`src/rtl/cache_arbiter_if.sv`:
```
// Shared-memory arbitration bus between the I-cache, D-cache and physical memory.
// "master" is the arbiter's view; "slave" is the caches-plus-memory environment.
interface cache_arbiter_if #(
  parameter int unsigned ADDR_WIDTH = 16,
  parameter int unsigned LINE_WIDTH = 128
);
  logic                  i_read;
  logic [ADDR_WIDTH-1:0] i_address;
  logic [LINE_WIDTH-1:0] i_rdata;
  logic                  i_resp;

  logic                  d_read;
  logic                  d_write;
  logic [ADDR_WIDTH-1:0] d_address;
  logic [LINE_WIDTH-1:0] d_wdata;
  logic [LINE_WIDTH-1:0] d_rdata;
  logic                  d_resp;

  logic                  mem_read;
  logic                  mem_write;
  logic [ADDR_WIDTH-1:0] mem_address;
  logic [LINE_WIDTH-1:0] mem_wdata;
  logic [LINE_WIDTH-1:0] mem_rdata;
  logic                  mem_resp;

  modport master (
    input  i_read, i_address, d_read, d_write, d_address, d_wdata, mem_rdata, mem_resp,
    output i_rdata, i_resp, d_rdata, d_resp, mem_read, mem_write, mem_address, mem_wdata
  );

  modport slave (
    output i_read, i_address, d_read, d_write, d_address, d_wdata, mem_rdata, mem_resp,
    input  i_rdata, i_resp, d_rdata, d_resp, mem_read, mem_write, mem_address, mem_wdata
  );
endinterface

```
`src/rtl/cache_arbiter.sv`:
```
// Round-robin arbiter sharing one line-wide memory port between the I-cache and D-cache.
// A grant holds until mem_resp; a waiting requester is handed the port with no idle bubble.
module cache_arbiter #(
  parameter int unsigned ADDR_WIDTH = 16,
  parameter int unsigned LINE_WIDTH = 128
) (
  input logic             clk,
  input logic             reset,
  cache_arbiter_if.master bus
);

  typedef enum logic [1:0] {StIdle, StServeI, StServeD} state_e;

  state_e state_q, state_d;
  // 0: I-cache held the last grant, 1: D-cache did.
  logic   last_grant_q, last_grant_d;

  logic i_req, d_req;
  logic [ADDR_WIDTH-1:0] addr_sel;
  logic [LINE_WIDTH-1:0] wdata_sel;

  assign i_req = bus.i_read;
  assign d_req = bus.d_read | bus.d_write;

  always_ff @(posedge clk) begin
    if (reset) begin
      state_q      <= StIdle;
      last_grant_q <= 1'b0;
    end else begin
      state_q      <= state_d;
      last_grant_q <= last_grant_d;
    end
  end

  always_comb begin
    state_d      = state_q;
    last_grant_d = last_grant_q;
    unique case (state_q)
      StIdle: begin
        if (i_req && d_req) begin
          state_d = last_grant_q ? StServeI : StServeD;
        end else if (i_req) begin
          state_d = StServeI;
        end else if (d_req) begin
          state_d = StServeD;
        end
      end
      StServeI: begin
        if (bus.mem_resp) begin
          last_grant_d = 1'b0;
          state_d      = d_req ? StServeD : StIdle;
        end
      end
      StServeD: begin
        if (bus.mem_resp) begin
          last_grant_d = 1'b1;
          state_d      = i_req ? StServeI : StIdle;
        end
      end
      default: state_d = StIdle;
    endcase
  end

  always_comb begin
    bus.mem_read  = 1'b0;
    bus.mem_write = 1'b0;
    bus.i_resp    = 1'b0;
    bus.d_resp    = 1'b0;
    addr_sel      = '0;
    wdata_sel     = '0;
    unique case (state_q)
      StServeI: begin
        bus.mem_read = bus.i_read;
        addr_sel     = {bus.i_address[ADDR_WIDTH-1:4], 4'b0000};
        bus.i_resp   = bus.mem_resp;
      end
      StServeD: begin
        bus.mem_read  = bus.d_read;
        bus.mem_write = bus.d_write;
        addr_sel      = {bus.d_address[ADDR_WIDTH-1:4], 4'b0000};
        wdata_sel     = bus.d_wdata;
        bus.d_resp    = bus.mem_resp;
      end
      default: ;
    endcase
    bus.mem_address = addr_sel;
    bus.mem_wdata   = wdata_sel;
    // Read data is broadcast; only the resp pulse identifies the owner.
    bus.i_rdata     = bus.mem_rdata;
    bus.d_rdata     = bus.mem_rdata;
  end

endmodule

```
`src/flat_wrapper.sv`:
```
// flat-port wrapper written by rule: the top's interface ports become plain ports
module cache_arbiter_flat 
#(
  parameter int unsigned ADDR_WIDTH = 16,
  parameter int unsigned LINE_WIDTH = 128
)
  (clk, reset, bus_i_read, bus_i_address, bus_d_read, bus_d_write, bus_d_address, bus_d_wdata, bus_mem_rdata, bus_mem_resp, bus_i_rdata, bus_i_resp, bus_d_rdata, bus_d_resp, bus_mem_read, bus_mem_write, bus_mem_address, bus_mem_wdata);
  cache_arbiter_if #(.ADDR_WIDTH(ADDR_WIDTH), .LINE_WIDTH(LINE_WIDTH)) bus_i ();
  input logic clk;
  input logic reset;
  input wire logic [$bits(bus_i.i_read)-1:0] bus_i_read;
  input wire logic [$bits(bus_i.i_address)-1:0] bus_i_address;
  input wire logic [$bits(bus_i.d_read)-1:0] bus_d_read;
  input wire logic [$bits(bus_i.d_write)-1:0] bus_d_write;
  input wire logic [$bits(bus_i.d_address)-1:0] bus_d_address;
  input wire logic [$bits(bus_i.d_wdata)-1:0] bus_d_wdata;
  input wire logic [$bits(bus_i.mem_rdata)-1:0] bus_mem_rdata;
  input wire logic [$bits(bus_i.mem_resp)-1:0] bus_mem_resp;
  output wire logic [$bits(bus_i.i_rdata)-1:0] bus_i_rdata;
  output wire logic [$bits(bus_i.i_resp)-1:0] bus_i_resp;
  output wire logic [$bits(bus_i.d_rdata)-1:0] bus_d_rdata;
  output wire logic [$bits(bus_i.d_resp)-1:0] bus_d_resp;
  output wire logic [$bits(bus_i.mem_read)-1:0] bus_mem_read;
  output wire logic [$bits(bus_i.mem_write)-1:0] bus_mem_write;
  output wire logic [$bits(bus_i.mem_address)-1:0] bus_mem_address;
  output wire logic [$bits(bus_i.mem_wdata)-1:0] bus_mem_wdata;
  assign bus_i.i_read = bus_i_read;
  assign bus_i.i_address = bus_i_address;
  assign bus_i.d_read = bus_d_read;
  assign bus_i.d_write = bus_d_write;
  assign bus_i.d_address = bus_d_address;
  assign bus_i.d_wdata = bus_d_wdata;
  assign bus_i.mem_rdata = bus_mem_rdata;
  assign bus_i.mem_resp = bus_mem_resp;
  assign bus_i_rdata = bus_i.i_rdata;
  assign bus_i_resp = bus_i.i_resp;
  assign bus_d_rdata = bus_i.d_rdata;
  assign bus_d_resp = bus_i.d_resp;
  assign bus_mem_read = bus_i.mem_read;
  assign bus_mem_write = bus_i.mem_write;
  assign bus_mem_address = bus_i.mem_address;
  assign bus_mem_wdata = bus_i.mem_wdata;
  cache_arbiter #(.ADDR_WIDTH(ADDR_WIDTH), .LINE_WIDTH(LINE_WIDTH)) u_core (.clk(clk), .reset(reset), .bus(bus_i));
endmodule
```
`config.mk`:
```
export PLATFORM = sky130hd
export DESIGN_NAME = cache_arbiter_flat
export DESIGN_NICKNAME = d
export VERILOG_FILES = /design/src/rtl/cache_arbiter_if.sv /design/src/rtl/cache_arbiter.sv /design/src/flat_wrapper.sv
export SDC_FILE = /design/constraint.sdc
export NUM_CORES = 1
export LEC_CHECK = 0
export ABC_CLOCK_PERIOD_IN_PS = 2690
export BUFFER_PORTS_ARGS = -buffer_cell sky130_fd_sc_hd__buf_4
export CORE_AREA = 2 2 270 272
export CTS_CLUSTER_SIZE = 8
export DETAILED_ROUTE_END_ITERATION = 12
export DIE_AREA = 0 0 272 274
export PLACE_DENSITY = 0.31
export SKIP_CTS_REPAIR_TIMING = 1
export SLEW_MARGIN = 30
export SYNTH_ARGS = -nofsm -noshare
export SYNTH_HDL_FRONTEND = slang
export SYNTH_SLANG_ARGS = --single-unit
```
`constraint.sdc`:
```
create_clock -name clk -period 2.69 [get_ports clk]
set_clock_uncertainty 0.15 [all_clocks]
set_input_delay 0.4035 -clock clk [delete_from_list [all_inputs] [get_ports clk]]
set_output_delay 0.4035 -clock clk [all_outputs]
set_load 0.1 [all_outputs]
```
==> impl_metrics.yaml <==
run_status:
  status: "complete, no violations"
clock_network:
  cts_tree: "yes"
  h-tree-depth: 1
  cts_max_path_buffers: 2
  clk_latency_ns: 0.22
  clock_sinks: 3
  cts-buffers-inserted: 3
  cts-root-buf: "clkbuf_16"
  path_clk_slew_ns: 0.03
finish:
  fin_nets: 799
  drive_gt1_frac: 0.652
  area_delta_synth_final_pct: 51.5
  design_area_um2: 4940
yosys:
  synth.area.mux_share: 0
  yosysSeqAreaShare: 0.0184
  yosys_warnings: 0
  ys.flop_type: "dfxtp_1"
  syn-cell-area_um2: 3260
  synth_compound_area_frac: 0.0475
  synth_commonest_cells: "260 x buf_4, 130 x and2_1, 14 x clkbuf_1"
  synth_top_area_share: 0.598
  synth_edf_count: 0
  synth_area_leaders: "buf_4 60%, and2_1 25%, a22oi_1 3.0%, nor2b_1 2.5%, dfxtp_1 1.8%"
  post-synth-top-count-cell: "buf_4"
  ys_ff_latch: 3
  synthDistinctLibCells: 24
  yosys.area_share.simple: 0.289
  async_flop_share: 0
  synth_fa_ha_area_frac: 0.0153
  synth_top_family_by_area: "buffers and inverters"
  synthXorXnorAreaFrac: 0
  syn_inst: 463
  syn_area_per_cell_um2: 7.05
  synth.largest_area_cell: "buf_4"
global_route:
  grt_use_total: 0.0339
  overflow: 0
  grt_pass1_wl_um: 18800
  grt_pass1_vias: 2961
  grt_max_degree: 48
  antenna_found_initial: 4
power:
  p_clk_frac: 0.042
  p_total_mw: 5.65
  p_comb_frac: 0.946
  p_sw_frac: 0.750
  p_int_mw: 1.41
  p_leak_nw: 2.15
  p_switching_mw: 4.24
  p_seq_frac: 0.012
  vdd_drop_max_mv: 0.509
  power.density_nw_per_um2: 1140
floorplan:
  fp-row-count: 99
  initial_utilization: 0.0453
  die_h_um: 274
  die_w_um: 272
  coreArea_um2: 72000
  dieArea_um2: 74500
  ios: 698
drt:
  finalWirelength_um: 14800
  wl_per_cell_um: 10.1
  drc: 0
  ant_nets: 0
  first_iter_violations: 48
  first_pass_iters: 4
  avgViaCountPerCell: 1.97
  num_vias: 2881
worst_setup_path:
  end_kind: "output pin"
  worstPathArrival_ns: 1.93
  path_max_fanout: 22
  start_kind: "flip-flop"
  worstSetupPathType: "reg -> out"
  crit_required_ns: 2.14
sta:
  setup_viol: 0
  fin_crit_sh: 0.923
  period_needed_ns: 2.48
  slew_viol_final: 0
  hold_viol_final: 0
  rsz0062_at_grt: "false"
  tns_ns: 0
  fmax_ghz: 0.403
placed_design:
  placed_cell_area_um2: 4830
  place_congestion: 0.752
  hpwl_um: 12600
  port-buffer-count: 301
worst_hold_path:
  hp-class: "in -> reg"
flow_run:
  maxCapViolCount: 0
==> power groups by stage <==
stage          Sequential [mW]  Clock [mW]  Combinational, mW
2_1_floorplan           0.0653           0               5.91
3_3_place_gp            0.0708           0               5.35
3_5_place_dp            0.0713           0               5.34
4_1_cts                 0.0701       0.237               5.35
5_1_grt                 0.0713       0.245               5.52
6_report                0.0698       0.235               5.35
==> metal layers <==
layer	global-route usage	vias up	part of all wire
met5	0	-	0
li1	-	1229	-
met3	0.0173	84	0.15
met4	0.0298	0	0.091
met2	0.0644	377	0.49
met1	0.0243	1191	0.26
==> layout by cell type, fill, tap and decap left out <==
cell type / n
inv_1: 4
and2_1: 130
clkbuf_1: 1
o32ai_1: 1
nand2_1: 1
clkbuf_16: 4
conb_1: 4
a21oi_1: 2
buf_12: 3
nor4_1: 1
nor2b_2: 13
buf_4: 305
nand2b_1: 2
ha_4: 1
o21ba_1: 1
dfxtp_1: 3
nor4b_1: 1
a22oi_1: 13
or4b_1: 1
ha_1: 3
diode_2: 2
o211ai_1: 1
nor2_1: 2
o21bai_1: 1
o21ai_0: 1
o2bb2ai_1: 1
==> layout make-up <==
class / instances / area [um^2]
Fill cell: 8448 / 67000
Timing Repair Buffer: 309 / 2370
Multi-Input combinational cell: 180 / 1210
Tap cell: 959 / 1200
Clock buffer: 4 / 78.8
Sequential cell: 3 / 60.1
Inverter: 4 / 15.0
Antenna cell: 2 / 5.00
==> logic make-up (layout without fill, tap and decap cells) <==
group,Yosys count,count (layout)
AND/OR/NAND/NOR,151,151
flip-flops,3,3
AO/OA/AOI/OAI,21,21
buffers and inverters,283,317
adder cells (fa/ha/maj),4,4
other,1,6
==> metrics by stage <==
stage | hold WS (ns) | instances | worst slack (ns) | utilization
2_1_floorplan | 0.301 | 466 | 0.315 | -
3_3_place_gp | 0.356 | 1454 | 0.307 | 0.0672
6_report | 0.235 | 1461 | 0.208 | 0.0687
5_1_grt | 0.246 | 1460 | 0.0710 | 0.0686
4_1_cts | 0.234 | 1458 | 0.0642 | 0.0683
3_5_place_dp | 0.350 | 1454 | 0.301 | 0.0672
==> final timing paths <==
path | startpoint | end | slack [ns] | depth (start not counted)
max | u_core.state_q[0] | bus_mem_wdata[109] | 0.21 | 6
min | reset | u_core.last_grant_q | 0.24 | 2
max reg2reg | u_core.state_q[0] | u_core.state_q[0] | 0.63 | 6
min reg2reg | u_core.last_grant_q | u_core.last_grant_q | 0.36 | 2
==> flip-flops by register name (all words and copies together), names as in the netlist <==
register	flops
u_core.state_q	2
u_core.last_grant_q	1
==> critical path, stage by stage (launching register included) <==
cell     delay (ns)
dfxtp_1        0.32
inv_1          0.14
ha_4           0.43
buf_12         0.21
buf_12         0.15
and2_1         0.15
buf_4          0.30
Note: power is estimated with default switching activity, not from simulation.
